**src/rtl/centroid_pkg.sv**
```systemverilog
// Shared widths, FSM states, channel encodings and bbox record for the centroid tracker.
package centroid_pkg;
  localparam int CNT_W   = 19;
  localparam int SUM_W   = 32;
  localparam int COORD_W = 13;

  localparam int DIV_CYCLES        = 32;
  localparam logic [4:0] DIV_LAST  = 5'(DIV_CYCLES - 1);

  localparam int unsigned COLOR_R = 0;
  localparam int unsigned COLOR_G = 1;
  localparam int unsigned COLOR_B = 2;

  typedef enum logic [1:0] {
    IDLE    = 2'd0,
    DIV     = 2'd1,
    PUBLISH = 2'd2
  } state_e;

  typedef struct packed {
    logic [COORD_W-1:0] top;
    logic [COORD_W-1:0] bot;
    logic [COORD_W-1:0] left;
    logic [COORD_W-1:0] right;
  } bbox_t;

  // An empty box has min above max so the first hit overwrites both ends.
  localparam bbox_t BBOX_EMPTY = '{top: '1, bot: '0, left: '1, right: '0};
endpackage

```
**src/rtl/seq_divider.sv**
```systemverilog
// Restoring divider, one quotient bit per cycle over DIV_CYCLES cycles; start wins over abort.
module seq_divider
  import centroid_pkg::*;
(
  input  logic             clk,
  input  logic             reset,
  input  logic             start,
  input  logic             abort,
  input  logic [SUM_W-1:0] dividend,
  input  logic [CNT_W-1:0] divisor,
  output logic             busy,
  output logic             done,
  output logic [SUM_W-1:0] quotient
);
  logic [SUM_W-1:0] dvd_q, dvd_d;
  logic [CNT_W-1:0] dsr_q, dsr_d;
  logic [CNT_W-1:0] rem_q, rem_d;
  logic [4:0]       step_q, step_d;
  logic             busy_q, busy_d;
  logic [CNT_W:0]   trial;

  // The dividend register shifts left and collects quotient bits from the bottom.
  always_comb begin
    dvd_d  = dvd_q;
    dsr_d  = dsr_q;
    rem_d  = rem_q;
    step_d = step_q;
    busy_d = busy_q;
    trial  = {rem_q, dvd_q[SUM_W-1]};
    if (start) begin
      dvd_d  = dividend;
      dsr_d  = divisor;
      rem_d  = '0;
      step_d = '0;
      busy_d = 1'b1;
    end else if (abort) begin
      busy_d = 1'b0;
    end else if (busy_q) begin
      if (trial >= {1'b0, dsr_q}) begin
        rem_d = CNT_W'(trial - {1'b0, dsr_q});
        dvd_d = {dvd_q[SUM_W-2:0], 1'b1};
      end else begin
        rem_d = trial[CNT_W-1:0];
        dvd_d = {dvd_q[SUM_W-2:0], 1'b0};
      end
      step_d = step_q + 5'd1;
      if (step_q == DIV_LAST) busy_d = 1'b0;
    end
  end

  always_ff @(posedge clk) begin
    if (reset) begin
      dvd_q  <= '0;
      dsr_q  <= '0;
      rem_q  <= '0;
      step_q <= '0;
      busy_q <= 1'b0;
    end else begin
      dvd_q  <= dvd_d;
      dsr_q  <= dsr_d;
      rem_q  <= rem_d;
      step_q <= step_d;
      busy_q <= busy_d;
    end
  end

  assign busy     = busy_q;
  assign done     = busy_q && (step_q == DIV_LAST);
  assign quotient = dvd_q;
endmodule

```
**src/rtl/paddle_centroid_tracker.sv**
```systemverilog
// Per-frame colour-blob centroid: threshold, accumulate, divide on newFrame, publish 33 cycles later.
// Define CENTROID_BBOX_EN to also track and publish the blob bounding box.
module paddle_centroid_tracker
  import centroid_pkg::*;
#(
  parameter logic [COORD_W-1:0] ROWS       = 13'd640,
  parameter logic [COORD_W-1:0] COLS       = 13'd480,
  parameter int unsigned        COLOR_SEL  = COLOR_R,
  parameter logic [7:0]         THRESH     = 8'd64,
  parameter logic [CNT_W-1:0]   MIN_PIXELS = 19'd64
) (
  input  logic               clk,
  input  logic               reset,
  input  logic               newFrame,
  input  logic               pixValid,
  input  logic [COORD_W-1:0] row,
  input  logic [COORD_W-1:0] col,
  input  logic [7:0]         pixR,
  input  logic [7:0]         pixG,
  input  logic [7:0]         pixB,
  output logic [COORD_W-1:0] cRow,
  output logic [COORD_W-1:0] cCol,
  output logic               found,
  output logic               centroidValid,
  output logic [CNT_W-1:0]   hitCount,
  output logic               overrun,
  output logic [COORD_W-1:0] bboxTop,
  output logic [COORD_W-1:0] bboxBot,
  output logic [COORD_W-1:0] bboxLeft,
  output logic [COORD_W-1:0] bboxRight
);
  logic [7:0]         tgt, oth1, oth2;
  logic               pix_hit;
  logic               s1_hit_q, s1_hit_d;
  logic [COORD_W-1:0] s1_row_q, s1_row_d, s1_col_q, s1_col_d;
  logic [CNT_W-1:0]   count_q, count_d, snap_cnt_q, snap_cnt_d, hit_count_q, hit_count_d;
  logic [SUM_W-1:0]   sum_row_q, sum_row_d, sum_col_q, sum_col_d;
  state_e             state_q, state_d;
  logic [4:0]         cyc_q, cyc_d;
  logic               skip_q, skip_d, overrun_q, overrun_d;
  logic               cvalid_q, cvalid_d, found_q, found_d;
  logic [COORD_W-1:0] crow_q, crow_d, ccol_q, ccol_d;
  logic               publish, frame_found, div_start;
  logic               row_busy, row_done, col_busy, col_done;
  logic [SUM_W-1:0]   row_quot, col_quot;
  logic               unused_div;

  always_comb begin
    tgt  = pixR;
    oth1 = pixG;
    oth2 = pixB;
    case (COLOR_SEL)
      COLOR_G: begin tgt = pixG; oth1 = pixR; oth2 = pixB; end
      COLOR_B: begin tgt = pixB; oth1 = pixR; oth2 = pixG; end
      default: ;
    endcase
    pix_hit = pixValid && (row < ROWS) && (col < COLS)
           && ({1'b0, tgt} > ({1'b0, oth1} + {1'b0, THRESH}))
           && ({1'b0, tgt} > ({1'b0, oth2} + {1'b0, THRESH}));
  end

  assign frame_found = (snap_cnt_q >= MIN_PIXELS);
  assign div_start   = newFrame && (count_q != '0);

  always_comb begin
    s1_hit_d = pix_hit;
    s1_row_d = row;
    s1_col_d = col;
    // A hit arriving on the snapshot edge belongs to the frame that is just starting.
    count_d   = (newFrame ? '0 : count_q) + CNT_W'(s1_hit_q);
    sum_row_d = (newFrame ? '0 : sum_row_q) + (s1_hit_q ? SUM_W'(s1_row_q) : '0);
    sum_col_d = (newFrame ? '0 : sum_col_q) + (s1_hit_q ? SUM_W'(s1_col_q) : '0);

    state_d    = state_q;
    cyc_d      = cyc_q;
    snap_cnt_d = snap_cnt_q;
    skip_d     = skip_q;
    overrun_d  = overrun_q;
    publish    = 1'b0;
    if (newFrame) begin
      state_d    = DIV;
      cyc_d      = '0;
      snap_cnt_d = count_q;
      skip_d     = (count_q == '0);
      if (state_q != IDLE) overrun_d = 1'b1;
    end else begin
      case (state_q)
        DIV: begin
          cyc_d = cyc_q + 5'd1;
          if (skip_q ? (cyc_q == DIV_LAST) : (row_done && col_done)) state_d = PUBLISH;
        end
        PUBLISH: begin
          state_d = IDLE;
          publish = 1'b1;
        end
        default: ;
      endcase
    end

    cvalid_d    = publish;
    hit_count_d = hit_count_q;
    found_d     = found_q;
    crow_d      = crow_q;
    ccol_d      = ccol_q;
    if (publish) begin
      hit_count_d = snap_cnt_q;
      found_d     = frame_found;
      if (frame_found) begin
        crow_d = skip_q ? '0 : row_quot[COORD_W-1:0];
        ccol_d = skip_q ? '0 : col_quot[COORD_W-1:0];
      end
    end
  end

  always_ff @(posedge clk) begin
    if (reset) begin
      s1_hit_q    <= 1'b0;
      s1_row_q    <= '0;
      s1_col_q    <= '0;
      count_q     <= '0;
      sum_row_q   <= '0;
      sum_col_q   <= '0;
      state_q     <= IDLE;
      cyc_q       <= '0;
      snap_cnt_q  <= '0;
      skip_q      <= 1'b0;
      overrun_q   <= 1'b0;
      cvalid_q    <= 1'b0;
      hit_count_q <= '0;
      found_q     <= 1'b0;
      crow_q      <= ROWS >> 1;
      ccol_q      <= COLS >> 1;
    end else begin
      s1_hit_q    <= s1_hit_d;
      s1_row_q    <= s1_row_d;
      s1_col_q    <= s1_col_d;
      count_q     <= count_d;
      sum_row_q   <= sum_row_d;
      sum_col_q   <= sum_col_d;
      state_q     <= state_d;
      cyc_q       <= cyc_d;
      snap_cnt_q  <= snap_cnt_d;
      skip_q      <= skip_d;
      overrun_q   <= overrun_d;
      cvalid_q    <= cvalid_d;
      hit_count_q <= hit_count_d;
      found_q     <= found_d;
      crow_q      <= crow_d;
      ccol_q      <= ccol_d;
    end
  end

  seq_divider u_row_div (
    .clk(clk), .reset(reset), .start(div_start), .abort(newFrame),
    .dividend(sum_row_q), .divisor(count_q),
    .busy(row_busy), .done(row_done), .quotient(row_quot)
  );

  seq_divider u_col_div (
    .clk(clk), .reset(reset), .start(div_start), .abort(newFrame),
    .dividend(sum_col_q), .divisor(count_q),
    .busy(col_busy), .done(col_done), .quotient(col_quot)
  );

  // Only the coordinate-sized low quotient bits are meaningful for an in-region blob.
  assign unused_div = ^{row_quot[SUM_W-1:COORD_W], col_quot[SUM_W-1:COORD_W], row_busy, col_busy};

`ifdef CENTROID_BBOX_EN
  bbox_t frame_bb_q, frame_bb_d, snap_bb_q, snap_bb_d, out_bb_q, out_bb_d;
  bbox_t base_bb;

  always_comb begin
    base_bb    = newFrame ? BBOX_EMPTY : frame_bb_q;
    frame_bb_d = base_bb;
    if (s1_hit_q) begin
      if (s1_row_q < base_bb.top)   frame_bb_d.top   = s1_row_q;
      if (s1_row_q > base_bb.bot)   frame_bb_d.bot   = s1_row_q;
      if (s1_col_q < base_bb.left)  frame_bb_d.left  = s1_col_q;
      if (s1_col_q > base_bb.right) frame_bb_d.right = s1_col_q;
    end
    snap_bb_d = newFrame ? frame_bb_q : snap_bb_q;
    out_bb_d  = out_bb_q;
    if (publish && frame_found && (snap_cnt_q != '0)) out_bb_d = snap_bb_q;
  end

  always_ff @(posedge clk) begin
    if (reset) begin
      frame_bb_q <= BBOX_EMPTY;
      snap_bb_q  <= BBOX_EMPTY;
      out_bb_q   <= '0;
    end else begin
      frame_bb_q <= frame_bb_d;
      snap_bb_q  <= snap_bb_d;
      out_bb_q   <= out_bb_d;
    end
  end

  assign bboxTop   = out_bb_q.top;
  assign bboxBot   = out_bb_q.bot;
  assign bboxLeft  = out_bb_q.left;
  assign bboxRight = out_bb_q.right;
`else
  assign bboxTop   = '0;
  assign bboxBot   = '0;
  assign bboxLeft  = '0;
  assign bboxRight = '0;
`endif

  assign cRow          = crow_q;
  assign cCol          = ccol_q;
  assign found         = found_q;
  assign centroidValid = cvalid_q;
  assign hitCount      = hit_count_q;
  assign overrun       = overrun_q;
endmodule

```
**config.mk**
```make
export PLATFORM = sky130hd
export DESIGN_NAME = paddle_centroid_tracker
export DESIGN_NICKNAME = d
export VERILOG_FILES = /design/src/rtl/centroid_pkg.sv /design/src/rtl/seq_divider.sv /design/src/rtl/paddle_centroid_tracker.sv
export SDC_FILE = /design/constraint.sdc
export NUM_CORES = 1
export LEC_CHECK = 0
export CAP_MARGIN = 20
export CORE_ASPECT_RATIO = 2
export CORE_MARGIN = 2
export CORE_UTILIZATION = 45
export CTS_BUF_LIST = sky130_fd_sc_hd__clkbuf_8 sky130_fd_sc_hd__clkbuf_16
export DETAILED_ROUTE_END_ITERATION = 8
export SYNTH_ARGS = -nofsm -noshare
export SYNTH_HDL_FRONTEND = slang
export SYNTH_HIERARCHICAL = 1
export SYNTH_SLANG_ARGS = --single-unit
export TNS_END_PERCENT = 50
```
**constraint.sdc**
```tcl
create_clock -name clk -period 4.72 [get_ports clk]
set_input_delay 0.708 -clock clk [delete_from_list [all_inputs] [get_ports clk]]
set_output_delay 0.708 -clock clk [all_outputs]
set_load 0.02 [all_outputs]
```
==> results of run 1 <==
==> area by class of cell <==
class	count	area, sq um	area share [%]
Clock buffer	40	900	4.48
Clock inverter	17	140	0.698
Inverter	94	353	1.76
Multi-Input combinational cell	1639	10100	50.1
Sequential cell	337	6750	33.6
Tap cell	525	657	3.27
Timing Repair Buffer	125	1210	6.05
==> state kept, by name (all words and copies together) (netlist names), 32 cells and up <==
name / count
sum_col_q: 32
sum_row_q: 32
u_col_div/quotient: 32
u_row_div/quotient: 32
==> layer usage <==
metal	global-route usage [%]	vias to the layer above	share of wire, %
li1	-	7549	-
met1	23.6	7200	37
met2	44.3	366	55
met3	3.10	99	4.0
met4	10.0	0	4.4
met5	0	-	0
==> final timing paths <==
kind	start	endpoint	slack, ns
max reg2reg	s1_hit_q	sum_col_q[16]	1.38
min	hitCount[16]	hitCount[16]	0.45
min reg2reg	hitCount[16]	hitCount[16]	0.45
max	s1_hit_q	sum_col_q[16]	1.38
==> through the flow <==
stage | hold slack, ns | total power, W
floorplan | 0.431 | 0.00309
global placement | 0.441 | 0.00315
detailed placement | 0.443 | 0.00316
CTS | 0.457 | 0.00575
global route | 0.475 | 0.00588
finish | 0.451 | 0.00567
==> critical path, delay by kind of cell, from the launching register on <==
| family | cells | cell delay [ns] |
|---|---|---|
| simple gates | 2 | 0.41 |
| compound gates | 4 | 1.04 |
| mux | 1 | 0.31 |
| fa+ha+maj | 2 | 0.65 |
| buf+inv | 1 | 0.23 |
| flops | 1 | 0.58 |
==> cells in the final DEF (no fill, tap or decap), types with 28 or more instances in the layout <==
| cell type | n |
|---|---|
| sky130_fd_sc_hd__nor2_1 | 232 |
| sky130_fd_sc_hd__nand4_1 | 28 |
| sky130_fd_sc_hd__nand2_1 | 272 |
| sky130_fd_sc_hd__inv_1 | 102 |
| sky130_fd_sc_hd__o21ai_0 | 56 |
| sky130_fd_sc_hd__and2_1 | 34 |
| sky130_fd_sc_hd__clkbuf_16 | 31 |
| sky130_fd_sc_hd__mux2i_1 | 73 |
| sky130_fd_sc_hd__xnor2_1 | 45 |
| sky130_fd_sc_hd__ha_1 | 90 |
| sky130_fd_sc_hd__dfxtp_1 | 337 |
| sky130_fd_sc_hd__clkdlybuf4s50_1 | 99 |
| sky130_fd_sc_hd__nor2b_1 | 80 |
| sky130_fd_sc_hd__a21oi_1 | 263 |
| sky130_fd_sc_hd__nand3_1 | 30 |
| sky130_fd_sc_hd__conb_1 | 52 |
==> power groups by stage <==
stage	registers (W)	clock network (W)	logic, W
floorplan	0.00292	0	0.000169
global placement	0.00293	0	0.000229
detailed placement	0.00293	0	0.000234
CTS	0.00286	0.00266	0.000234
global route	0.00286	0.00276	0.000255
finish	0.00286	0.00258	0.000232
==> kinds of logic (layout without fill, tap and decap cells) <==
kind of cell	count (synthesis)	after routing
compound gates	508	508
simple gates	842	842
xor+xnor	65	65
other cells	1	52
fa+ha+maj	94	94
mux	78	78
buf+inv	263	276
flops	337	337
==> metrics.txt, run 1 <==
# TYPE chip_impl_metric gauge
chip_impl_metric{name="yosys.cell_types.count",unit=""} 88
chip_impl_metric{name="vias",unit=""} 15214
chip_impl_metric{name="internal_power",unit="W"} 0.00438
chip_impl_metric{name="detailedRoute.firstIterationViolations",unit=""} 787
chip_impl_metric{name="n_fill_cell",unit=""} 3888
chip_impl_metric{name="die-height",unit="um"} 286
chip_impl_info{name="capturing_element_type_of_the_critical_path",value="register"} 1
chip_impl_info{name="setup_repair_after_global_routing_missed_its_margin",value="no"} 1
chip_impl_metric{name="drc_errors",unit=""} 0
chip_impl_metric{name="postLayoutCellArea",unit="sq um"} 20100
chip_impl_metric{name="worst_ep_arrival_time",unit="ns"} 3.80
chip_impl_metric{name="synth_compound_gate_area_share",unit="%"} 17.9
chip_impl_metric{name="numCtsBuffers",unit=""} 31
chip_impl_metric{name="pwr-share-clk",unit="%"} 45.5
chip_impl_metric{name="globalRouteTotalUtil",unit="%"} 22.8
chip_impl_info{name="ys_dominant_reg_cell",value="sky130_fd_sc_hd__dfxtp_1"} 1
chip_impl_metric{name="drv_slew",unit=""} 0
chip_impl_metric{name="number_of_flops_mapped_to_enable_cells_by_yosys",unit=""} 0
chip_impl_info{name="worst_setup_path_start_kind",value="register"} 1
chip_impl_metric{name="irDropWorstVdd",unit="V"} 0.000290
chip_impl_info{name="worst_hold_path_type",value="reg -> reg"} 1
chip_impl_info{name="yosysMostFrequentCell",value="sky130_fd_sc_hd__dfxtp_1"} 1
chip_impl_metric{name="grt_pass1_wl",unit="mm"} 76.3
chip_impl_metric{name="detailedPlace.worstSlack",unit="ns"} 1.03
chip_impl_metric{name="initial_core_util",unit="%"} 45.4
chip_impl_metric{name="critical_path_required",unit="ns"} 5.18
chip_impl_metric{name="totalWireLength",unit="mm"} 47.0
chip_impl_metric{name="synth.cell_area",unit="sq um"} 17800
chip_impl_metric{name="clkSlewWorstSetupHoldPaths",unit="ns"} 0.07
chip_impl_info{name="yosys-top-cells-area",value="sky130_fd_sc_hd__dfxtp_1, sky130_fd_sc_hd__a21oi_1, sky130_fd_sc_hd__ha_1"} 1
chip_impl_metric{name="pin_count",unit=""} 154
chip_impl_metric{name="synthXorXnorAreaFrac",unit="%"} 3.19
chip_impl_info{name="largest_family_of_logic_cells_by_synthesized_area",value="simple AND/OR/NAND/NOR gates"} 1
chip_impl_metric{name="syn-instance-count",unit=""} 2188
chip_impl_metric{name="grt_start_max_net_pins",unit=""} 160
chip_impl_metric{name="clock_sink_count",unit=""} 337
chip_impl_metric{name="hold_viol_final",unit=""} 0
chip_impl_metric{name="routed_via_density",unit=""} 5.48
chip_impl_info{name="cts_root_buffer",value="sky130_fd_sc_hd__clkbuf_16"} 1
chip_impl_metric{name="post-place-cells",unit=""} 2720
chip_impl_metric{name="grt_overflow_total",unit=""} 0
chip_impl_metric{name="cp_slowest_stage_delay",unit="ns"} 0.58
chip_impl_metric{name="p_leak",unit="nW"} 7.52
chip_impl_metric{name="total_cell_area_at_the_placement_stage",unit="sq um"} 19000
chip_impl_metric{name="finalNetCount",unit=""} 2376
chip_impl_metric{name="htree_levels",unit=""} 1
chip_impl_metric{name="worst-slew-pin-transition",unit="ns"} 0.957
chip_impl_metric{name="synth_fa_ha_area_share",unit="%"} 6.76
chip_impl_metric{name="pwr_density_cell",unit="nW/um^2"} 283
chip_impl_metric{name="fp.coreArea",unit="sq um"} 39300
chip_impl_metric{name="cts_buffer_depth",unit=""} 3
chip_impl_metric{name="place.port_buffers",unit=""} 101
chip_impl_metric{name="place.gp.congestion",unit=""} 0.942
chip_impl_metric{name="layout-area-overhead-vs-synth",unit="%"} 12.5
chip_impl_metric{name="min_delay_path_depth",unit=""} 2
chip_impl_metric{name="postSynthRegisterBits",unit=""} 337
chip_impl_metric{name="final_util",unit="%"} 51.1
chip_impl_metric{name="cts.repair.resized",unit=""} 0
chip_impl_metric{name="final.min_clock_period",unit="ns"} 3.34
chip_impl_metric{name="share_seq_of_total_power",unit="%"} 50.4
chip_impl_metric{name="maxcap_viol_count",unit=""} 0
chip_impl_info{name="timing_worst_setup_path_type",value="reg -> reg"} 1
chip_impl_metric{name="synth.avg_cell_area",unit="sq um"} 8.16
chip_impl_info{name="cpMaxStageDelayCell",value="sky130_fd_sc_hd__dfxtp_1"} 1
chip_impl_metric{name="layoutNonFillerInstCount",unit=""} 2777
chip_impl_info{name="outcome",value="completed"} 1
chip_impl_metric{name="dp.final_hpwl",unit="mm"} 33.6
chip_impl_metric{name="cp_max_fo",unit=""} 27
chip_impl_metric{name="yosys_warnings",unit=""} 6
chip_impl_metric{name="setup_total_negative_slack",unit="ns"} 0
chip_impl_metric{name="seq_area_frac_synth",unit="%"} 37.8
chip_impl_metric{name="antenna_found_initial",unit=""} 0
chip_impl_metric{name="max_slew_headroom",unit="%"} 36.0
chip_impl_metric{name="die_width",unit="um"} 145
chip_impl_metric{name="worstSkewPairLatency",unit="ns"} 0.58
chip_impl_metric{name="netSwitchingPower",unit="W"} 0.00129
chip_impl_metric{name="drive_above_1_share",unit="%"} 6.26
chip_impl_metric{name="wl_per_cell",unit="um"} 16.9
chip_impl_metric{name="finalSetupViolCount",unit=""} 0
chip_impl_metric{name="route.antenna.remaining_nets",unit=""} 0
chip_impl_metric{name="final_clock_period_utilization_by_the_worst_path",unit="%"} 70.7
chip_impl_metric{name="synth_mux_area_share",unit="%"} 4.41
chip_impl_metric{name="worst-r2r-cell-count",unit=""} 10
chip_impl_metric{name="die_outline_area",unit="sq um"} 41400
chip_impl_metric{name="drt_pre_antenna_iters",unit=""} 7
chip_impl_metric{name="finalClockSkew",unit="ns"} 0.0185
chip_impl_metric{name="num_antenna_cells",unit=""} 0
chip_impl_metric{name="core.rowCount",unit=""} 103
chip_impl_metric{name="setup_ws",unit="ns"} 1.38
chip_impl_metric{name="ys_async_sr_fraction",unit="%"} 0
chip_impl_metric{name="synth_simple_gate_area_share",unit="%"} 22.9
chip_impl_metric{name="grt_pass1_vias",unit=""} 15084
chip_impl_metric{name="post_cts_buffers",unit=""} 0
chip_impl_info{name="netlist.top_cell.by_area",value="sky130_fd_sc_hd__dfxtp_1"} 1
chip_impl_info{name="tritoncts",value="yes"} 1
chip_impl_metric{name="power.share.combinational",unit="%"} 4.1
chip_impl_metric{name="timing.fmax",unit="GHz"} 0.300
chip_impl_info{name="synth_top_cells_by_count",value="sky130_fd_sc_hd__dfxtp_1, sky130_fd_sc_hd__nand2_1, sky130_fd_sc_hd__a21oi_1"} 1
chip_impl_metric{name="sw_frac_of_total",unit="%"} 22.8
chip_impl_info{name="crit_path_cell_trace",value="and2_1 -> ha_1 -> fa_1 -> a21oi_1 -> o22ai_1 -> a311o_2 -> o31ai_4 -> buf_4 -> nand2b_1 -> mux2_1"} 1
chip_impl_metric{name="count_of_hold_fix_buffers_inserted_at_cts",unit=""} 0
chip_impl_metric{name="synth_top_area_share",unit="%"} 37.8
Power figures use the tool's default switching activity.
==> inputs of run 2 (changes only) <==
==> constraint.sdc (replaced) <==
create_clock -name clk -period 3.1 [get_ports clk]
set_input_delay 0.465 -clock clk [delete_from_list [all_inputs] [get_ports clk]]
set_output_delay 0.465 -clock clk [all_outputs]
set_load 0.02 [all_outputs]
==> run 2 against run 1 <==
Total power grew 53%. Largest power group unchanged. Cell area grew 1.7%. Clock-buffer cell count grew 2. Combinational power grew 53%. Maximum frequency grew 15%.
==> metrics.txt, run 2 (same netlist as run 1, synthesis figures left out) <==
# TYPE chip_impl_metric gauge
chip_impl_info{name="tritoncts",value="yes"} 1
chip_impl_metric{name="maxcap_viol_count",unit=""} 0
chip_impl_info{name="setup_repair_after_global_routing_missed_its_margin",value="no"} 1
chip_impl_metric{name="final.min_clock_period",unit="ns"} 2.91
chip_impl_metric{name="critical_path_required",unit="ns"} 3.54
chip_impl_metric{name="post-place-cells",unit=""} 2756
chip_impl_metric{name="routed_via_density",unit=""} 5.47
chip_impl_info{name="outcome",value="completed"} 1
chip_impl_info{name="min_delay_worst_endpoint",value="s1_row_q[4]"} 1
chip_impl_metric{name="grt_pass1_wl",unit="mm"} 77.2
chip_impl_info{name="crit-reg2reg-capture",value="sum_row_q[12]"} 1
chip_impl_metric{name="worst_ep_arrival_time",unit="ns"} 3.35
chip_impl_info{name="critPathLaunch",value="s1_hit_q"} 1
chip_impl_metric{name="cp_max_fo",unit=""} 6
chip_impl_metric{name="finalSetupViolCount",unit=""} 0
chip_impl_metric{name="clkSlewWorstSetupHoldPaths",unit="ns"} 0.07
chip_impl_metric{name="detailedRoute.firstIterationViolations",unit=""} 666
chip_impl_metric{name="route.antenna.remaining_nets",unit=""} 0
chip_impl_metric{name="grt_pass1_vias",unit=""} 15320
chip_impl_metric{name="p_total",unit="W"} 0.00867
chip_impl_metric{name="dp.final_hpwl",unit="mm"} 35.6
chip_impl_metric{name="share_seq_of_total_power",unit="%"} 50.3
chip_impl_metric{name="totalWireLength",unit="mm"} 47.8
chip_impl_info{name="cts_root_buffer",value="sky130_fd_sc_hd__clkbuf_16"} 1
chip_impl_metric{name="htree_levels",unit=""} 1
chip_impl_metric{name="worst-r2r-cell-count",unit=""} 10
chip_impl_metric{name="setup_ws",unit="ns"} 0.193
chip_impl_metric{name="power.share.combinational",unit="%"} 4.1
chip_impl_metric{name="worst-slew-pin-transition",unit="ns"} 0.799
chip_impl_info{name="r2r-start",value="s1_hit_q"} 1
chip_impl_metric{name="register_to_register_setup_slack",unit="ns"} 0.19
chip_impl_metric{name="numCtsBuffers",unit=""} 31
chip_impl_info{name="timing_worst_setup_path_type",value="reg -> reg"} 1
chip_impl_metric{name="drive_above_1_share",unit="%"} 8.09
chip_impl_metric{name="sw_frac_of_total",unit="%"} 22.4
chip_impl_metric{name="grt_start_max_net_pins",unit=""} 69
chip_impl_info{name="final_common_cell",value="sky130_fd_sc_hd__dfxtp_1"} 1
chip_impl_metric{name="drt_pre_antenna_iters",unit=""} 8
chip_impl_metric{name="drv_slew",unit=""} 0
chip_impl_metric{name="initial_core_util",unit="%"} 45.4
chip_impl_metric{name="post_cts_buffers",unit=""} 0
chip_impl_metric{name="irDropWorstVdd",unit="V"} 0.000501
chip_impl_metric{name="setup_total_negative_slack",unit="ns"} 0
chip_impl_metric{name="hold_viol_final",unit=""} 0
chip_impl_metric{name="globalRouteTotalUtil",unit="%"} 23.2
chip_impl_metric{name="die_outline_area",unit="sq um"} 41400
chip_impl_info{name="final_cell_mix",value="sky130_fd_sc_hd__dfxtp_1, sky130_fd_sc_hd__nand2_1, sky130_fd_sc_hd__a21oi_1, sky130_fd_sc_hd__nor2_1, sky130_fd_sc_hd__clkdlybuf4s50_1"} 1
chip_impl_metric{name="core.rowCount",unit=""} 103
chip_impl_metric{name="die-height",unit="um"} 286
chip_impl_metric{name="max_slew_headroom",unit="%"} 46.5
chip_impl_metric{name="detailedPlace.worstSlack",unit="ns"} -0.116
chip_impl_metric{name="p_leak",unit="nW"} 7.72
chip_impl_metric{name="timing.fmax",unit="GHz"} 0.344
chip_impl_metric{name="finalNetCount",unit=""} 2412
chip_impl_metric{name="num_antenna_cells",unit=""} 0
chip_impl_metric{name="clock_sink_count",unit=""} 337
chip_impl_metric{name="final_clock_period_utilization_by_the_worst_path",unit="%"} 93.8
chip_impl_metric{name="antenna_found_initial",unit=""} 0
chip_impl_metric{name="vias",unit=""} 15387
chip_impl_metric{name="cts_buffer_depth",unit=""} 3
chip_impl_metric{name="layoutNonFillerInstCount",unit=""} 2813
chip_impl_metric{name="pwr_density_cell",unit="nW/um^2"} 424
chip_impl_metric{name="pwr-share-clk",unit="%"} 45.6
chip_impl_info{name="worst_setup_path_start_kind",value="register"} 1
chip_impl_metric{name="finalClockSkew",unit="ns"} 0.0117
chip_impl_metric{name="wl_per_cell",unit="um"} 17.0
chip_impl_metric{name="netSwitchingPower",unit="W"} 0.00194
chip_impl_metric{name="layout-area-overhead-vs-synth",unit="%"} 14.4
chip_impl_metric{name="grt_overflow_total",unit=""} 0
chip_impl_metric{name="worstSkewPairLatency",unit="ns"} 0.57
chip_impl_info{name="worst_hold_path_type",value="in -> reg"} 1
chip_impl_metric{name="die_width",unit="um"} 145
chip_impl_info{name="capturing_element_type_of_the_critical_path",value="register"} 1
chip_impl_metric{name="place.port_buffers",unit=""} 101
chip_impl_metric{name="min_delay_path_depth",unit=""} 2
chip_impl_metric{name="internal_power",unit="W"} 0.00673
chip_impl_info{name="timing.hold.worst.start",value="reset"} 1
chip_impl_metric{name="drc_errors",unit=""} 0
chip_impl_metric{name="pin_count",unit=""} 154
chip_impl_metric{name="fp.coreArea",unit="sq um"} 39300
chip_impl_metric{name="place.gp.congestion",unit=""} 0.963
[run 2: through the flow]
step,instance area [sq um],util [%],hold slack [ns]
after detailed placement,19400,49.3,0.443
final,20400,51.9,0.301
after CTS,20400,51.9,0.289
after floorplan,18100,-,0.431
after global routing,20400,51.9,0.323
after global placement,19400,49.3,0.441
[run 2: power groups by stage]
stage               sequential [W]  clock, W  combinational [W]
global placement           0.00445         0           0.000353
finish                     0.00436   0.00396           0.000356
CTS                        0.00436   0.00404           0.000359
global route               0.00435   0.00420           0.000392
floorplan                  0.00445         0           0.000262
detailed placement         0.00445         0           0.000357
[run 2: repair_timing]
action,4_1_cts,5_1_grt
hold buffers,0,0
gates resized for setup,0,1
endpoints found under the setup margin,0,1
endpoints found under the hold margin,0,0
[run 2: layer usage]
layer | GRT usage, % | part of all wire [%] | vias up
li1 | - | - | 7587
met1 | 23.5 | 36 | 7273
met2 | 45.4 | 55 | 416
met3 | 3.26 | 4.5 | 111
met4 | 9.85 | 4.4 | 0
met5 | 0 | 0 | -
[run 2: worst max-delay path by stage]
stage,depth (start not counted),endpoint,slack (ns)
finish,10,sum_row_q[12],0.19
floorplan,12,sum_col_q[16],0.03
CTS,10,sum_row_q[12],0.09
detailed placement,11,sum_row_q[12],-0.12
global route,9,u_row_div/rem_q[13],0.00001
global placement,11,sum_row_q[12],-0.09
[run 2: cell type report]
cell class,instances,area [sq um]
Tap cell,525,657
Fill cell,3837,18900
Clock inverter,15,128
Clock buffer,42,927
Sequential cell,337,6750
Multi-Input combinational cell,1639,10100
Timing Repair Buffer,161,1540
Inverter,94,353
[run 2: worst max-delay path: stages, from the launching register on]
cell and delay (ns):
sky130_fd_sc_hd__dfxtp_1 0.37, sky130_fd_sc_hd__buf_4 0.18, sky130_fd_sc_hd__and2_1 0.17, sky130_fd_sc_hd__fa_1 0.49, sky130_fd_sc_hd__a211oi_1 0.36, sky130_fd_sc_hd__o21bai_2 0.14, sky130_fd_sc_hd__a2111oi_1 0.59, sky130_fd_sc_hd__buf_4 0.21
sky130_fd_sc_hd__o41ai_1 0.08, sky130_fd_sc_hd__xnor2_1 0.14, sky130_fd_sc_hd__nor2_1 0.05
==> inputs of run 3 (changes only) <==
--- a/config.mk
+++ b/config.mk
@@ -8,9 +8,10 @@
 export CAP_MARGIN = 20
 export CORE_ASPECT_RATIO = 2
 export CORE_MARGIN = 2
-export CORE_UTILIZATION = 45
+export CORE_UTILIZATION = 55
 export CTS_BUF_LIST = sky130_fd_sc_hd__clkbuf_8 sky130_fd_sc_hd__clkbuf_16
 export DETAILED_ROUTE_END_ITERATION = 8
+export PLACE_DENSITY = 0.76
 export SYNTH_ARGS = -nofsm -noshare
 export SYNTH_HDL_FRONTEND = slang
 export SYNTH_HIERARCHICAL = 1
==> constraint.sdc (replaced) <==
create_clock -name clk -period 3.1 [get_ports clk]
set_input_delay 0.62 -clock clk [delete_from_list [all_inputs] [get_ports clk]]
set_output_delay 0.62 -clock clk [all_outputs]
set_load 0.02 [all_outputs]
==> run 3 against run 2 <==
Die area is 18% lower. Clock power is 6.1% higher. Critical endpoint is now sum_row_q[29]. Clock-buffer cell count is 6 lower. Routed wire length is 3.1% lower. Via count is 0.75% higher. Clock skew hardly changed. Non-clock buffer count is 12 higher.
==> metrics.txt, run 3 (same netlist as run 1, synthesis figures left out) <==
# TYPE chip_impl_metric gauge
chip_impl_metric{name="count_of_hold_fix_buffers_inserted_at_cts",unit=""} 0
chip_impl_metric{name="cp_slowest_stage_delay",unit="ns"} 0.53
chip_impl_metric{name="layout-area-overhead-vs-synth",unit="%"} 14.5
chip_impl_metric{name="place.gp.congestion",unit=""} 0.868
chip_impl_metric{name="die_width",unit="um"} 131
chip_impl_metric{name="grt_pass1_wl",unit="mm"} 74.5
chip_impl_metric{name="drc_errors",unit=""} 0
chip_impl_metric{name="detailedRoute.firstIterationViolations",unit=""} 941
chip_impl_metric{name="path_buf_inv",unit=""} 1
chip_impl_metric{name="final.min_clock_period",unit="ns"} 2.85
chip_impl_metric{name="worst-slew-pin-transition",unit="ns"} 0.713
chip_impl_metric{name="antenna_found_initial",unit=""} 0
chip_impl_metric{name="worstSkewPairLatency",unit="ns"} 0.58
chip_impl_metric{name="setup_total_negative_slack",unit="ns"} 0
chip_impl_metric{name="initial_core_util",unit="%"} 55.6
chip_impl_info{name="outcome",value="completed"} 1
chip_impl_metric{name="pwr_density_cell",unit="nW/um^2"} 436
chip_impl_metric{name="numCtsBuffers",unit=""} 30
chip_impl_metric{name="totalWireLength",unit="mm"} 46.4
chip_impl_metric{name="place.port_buffers",unit=""} 101
chip_impl_info{name="setup_repair_after_global_routing_missed_its_margin",value="no"} 1
chip_impl_metric{name="p_leak",unit="nW"} 7.81
chip_impl_metric{name="cts.repair.resized",unit=""} 0
chip_impl_info{name="final_cell_mix",value="sky130_fd_sc_hd__dfxtp_1, sky130_fd_sc_hd__nand2_1, sky130_fd_sc_hd__a21oi_1, sky130_fd_sc_hd__nor2_1, sky130_fd_sc_hd__inv_1"} 1
chip_impl_metric{name="detailedPlace.worstSlack",unit="ns"} -0.0385
chip_impl_metric{name="core.rowCount",unit=""} 93
chip_impl_metric{name="cts_buffer_depth",unit=""} 3
chip_impl_info{name="capturing_element_type_of_the_critical_path",value="register"} 1
chip_impl_info{name="tritoncts",value="yes"} 1
chip_impl_info{name="worst_hold_path_type",value="in -> reg"} 1
chip_impl_info{name="final_common_cell",value="sky130_fd_sc_hd__dfxtp_1"} 1
chip_impl_metric{name="routed_via_density",unit=""} 5.69
chip_impl_metric{name="drt_pre_antenna_iters",unit=""} 6
chip_impl_metric{name="vias",unit=""} 15503
chip_impl_info{name="worst_setup_path_start_kind",value="register"} 1
chip_impl_info{name="cts_root_buffer",value="sky130_fd_sc_hd__clkbuf_16"} 1
chip_impl_metric{name="finalSetupViolCount",unit=""} 0
chip_impl_metric{name="wl_per_cell",unit="um"} 17.0
chip_impl_metric{name="globalRouteTotalUtil",unit="%"} 26.6
chip_impl_metric{name="max_slew_headroom",unit="%"} 52.0
chip_impl_metric{name="route.antenna.remaining_nets",unit=""} 0
chip_impl_metric{name="htree_levels",unit=""} 1
chip_impl_info{name="crit_top_cell",value="sky130_fd_sc_hd__a311o_1"} 1
chip_impl_metric{name="maxcap_viol_count",unit=""} 0
chip_impl_info{name="worst_path_dominant_cell_family",value="compound AO/OA/AOI/OAI gates"} 1
chip_impl_info{name="timing_worst_setup_path_type",value="reg -> reg"} 1
chip_impl_metric{name="multiInputGateArea",unit="sq um"} 10100
chip_impl_metric{name="grt_pass1_vias",unit=""} 15337
chip_impl_metric{name="drive_above_1_share",unit="%"} 8.36
chip_impl_metric{name="dp.final_hpwl",unit="mm"} 33.9
chip_impl_metric{name="grt_overflow_total",unit=""} 0
chip_impl_info{name="crit_path_cell_trace",value="buf_4 -> and2_1 -> ha_1 -> a21o_1 -> a31oi_1 -> o21bai_1 -> a311o_1 -> a311o_1 -> a21oi_2"} 1
chip_impl_metric{name="fp.coreArea",unit="sq um"} 32100
chip_impl_metric{name="post_cts_buffers",unit=""} 0
chip_impl_metric{name="irDropWorstVdd",unit="V"} 0.000512
chip_impl_metric{name="worst_ep_arrival_time",unit="ns"} 3.36
chip_impl_metric{name="clock_sink_count",unit=""} 337
chip_impl_metric{name="pin_count",unit=""} 154
chip_impl_metric{name="setup_ws",unit="ns"} 0.245
chip_impl_metric{name="num_antenna_cells",unit=""} 0
chip_impl_metric{name="finalNetCount",unit=""} 2423
chip_impl_metric{name="die-height",unit="um"} 259
chip_impl_metric{name="drv_slew",unit=""} 0
chip_impl_metric{name="die_outline_area",unit="sq um"} 34000
chip_impl_metric{name="n_fill_cell",unit=""} 2852
chip_impl_metric{name="grt_start_max_net_pins",unit=""} 82
chip_impl_metric{name="hold_viol_final",unit=""} 0
chip_impl_metric{name="final_clock_period_utilization_by_the_worst_path",unit="%"} 92.1
chip_impl_info{name="cpMaxStageDelayCell",value="sky130_fd_sc_hd__dfxtp_1"} 1
chip_impl_metric{name="hold-worst-slack",unit="ns"} 0.424
chip_impl_metric{name="cp_max_fo",unit=""} 12
chip_impl_metric{name="timing.fmax",unit="GHz"} 0.350
chip_impl_metric{name="finalClockSkew",unit="ns"} 0.0122
chip_impl_metric{name="regArea",unit="sq um"} 6750
chip_impl_metric{name="critical_path_required",unit="ns"} 3.61
chip_impl_metric{name="clkSlewWorstSetupHoldPaths",unit="ns"} 0.07
-- run 3: cell types whose count changed in the layout (fill, tap and decap cells not counted), moves of 4 or more --
cell,delta
sky130_fd_sc_hd__bufinv_16,+5
sky130_fd_sc_hd__inv_1,+4
sky130_fd_sc_hd__buf_4,+13
sky130_fd_sc_hd__clkbuf_8,-6
sky130_fd_sc_hd__clkinv_2,-6
-- run 3: final timing paths --
check,startpoint,slack [ns],cells past startpoint,endpoint
worst max-delay path,s1_hit_q,0.25,9,sum_row_q[29]
worst min-delay path,reset,0.42,2,cRow[12]
worst max register to register,s1_hit_q,0.25,9,sum_row_q[29]
worst min register to register,hitCount[5],0.45,2,hitCount[5]
-- run 3: final cells by class --
cell class	count	area share, %
tap	427	2.61
inverter	94	1.73
multi-input combinational	1639	49.3
clock buffer	36	4.13
clock inverter	19	1.33
timing repair buffer	173	7.89
sequential	337	33.0
-- run 3: through the flow --
step,util (%),instance area (sq um),std cells,total power [W]
floorplan,-,18100,2239,0.00472
global placement,60.2,19300,2670,0.00480
detailed placement,60.2,19300,2670,0.00481
CTS,63.6,20400,2725,0.00897
global route,63.6,20400,2725,0.00915
finish,63.6,20400,2725,0.00892
-- run 3: layer usage --
layer  vias up  global-route usage [%]  part of all wire [%]
li1       7646                       -                     -
met1      7271                    25.7                    35
met2       465                    54.1                    55
met3       121                    3.44                   4.6
met4         0                    13.6                   4.9
met5         -                       0                     0
-- run 3: power breakdown --
group / total [W] / internal [W] / switching [W]
Clock: 0.00420 / 0.00251 / 0.00169
Sequential: 0.00436 / 0.00435 / 0.00000677
Combinational: 0.000357 / 0.000126 / 0.000231
Total: 0.00892 / 0.00699 / 0.00193
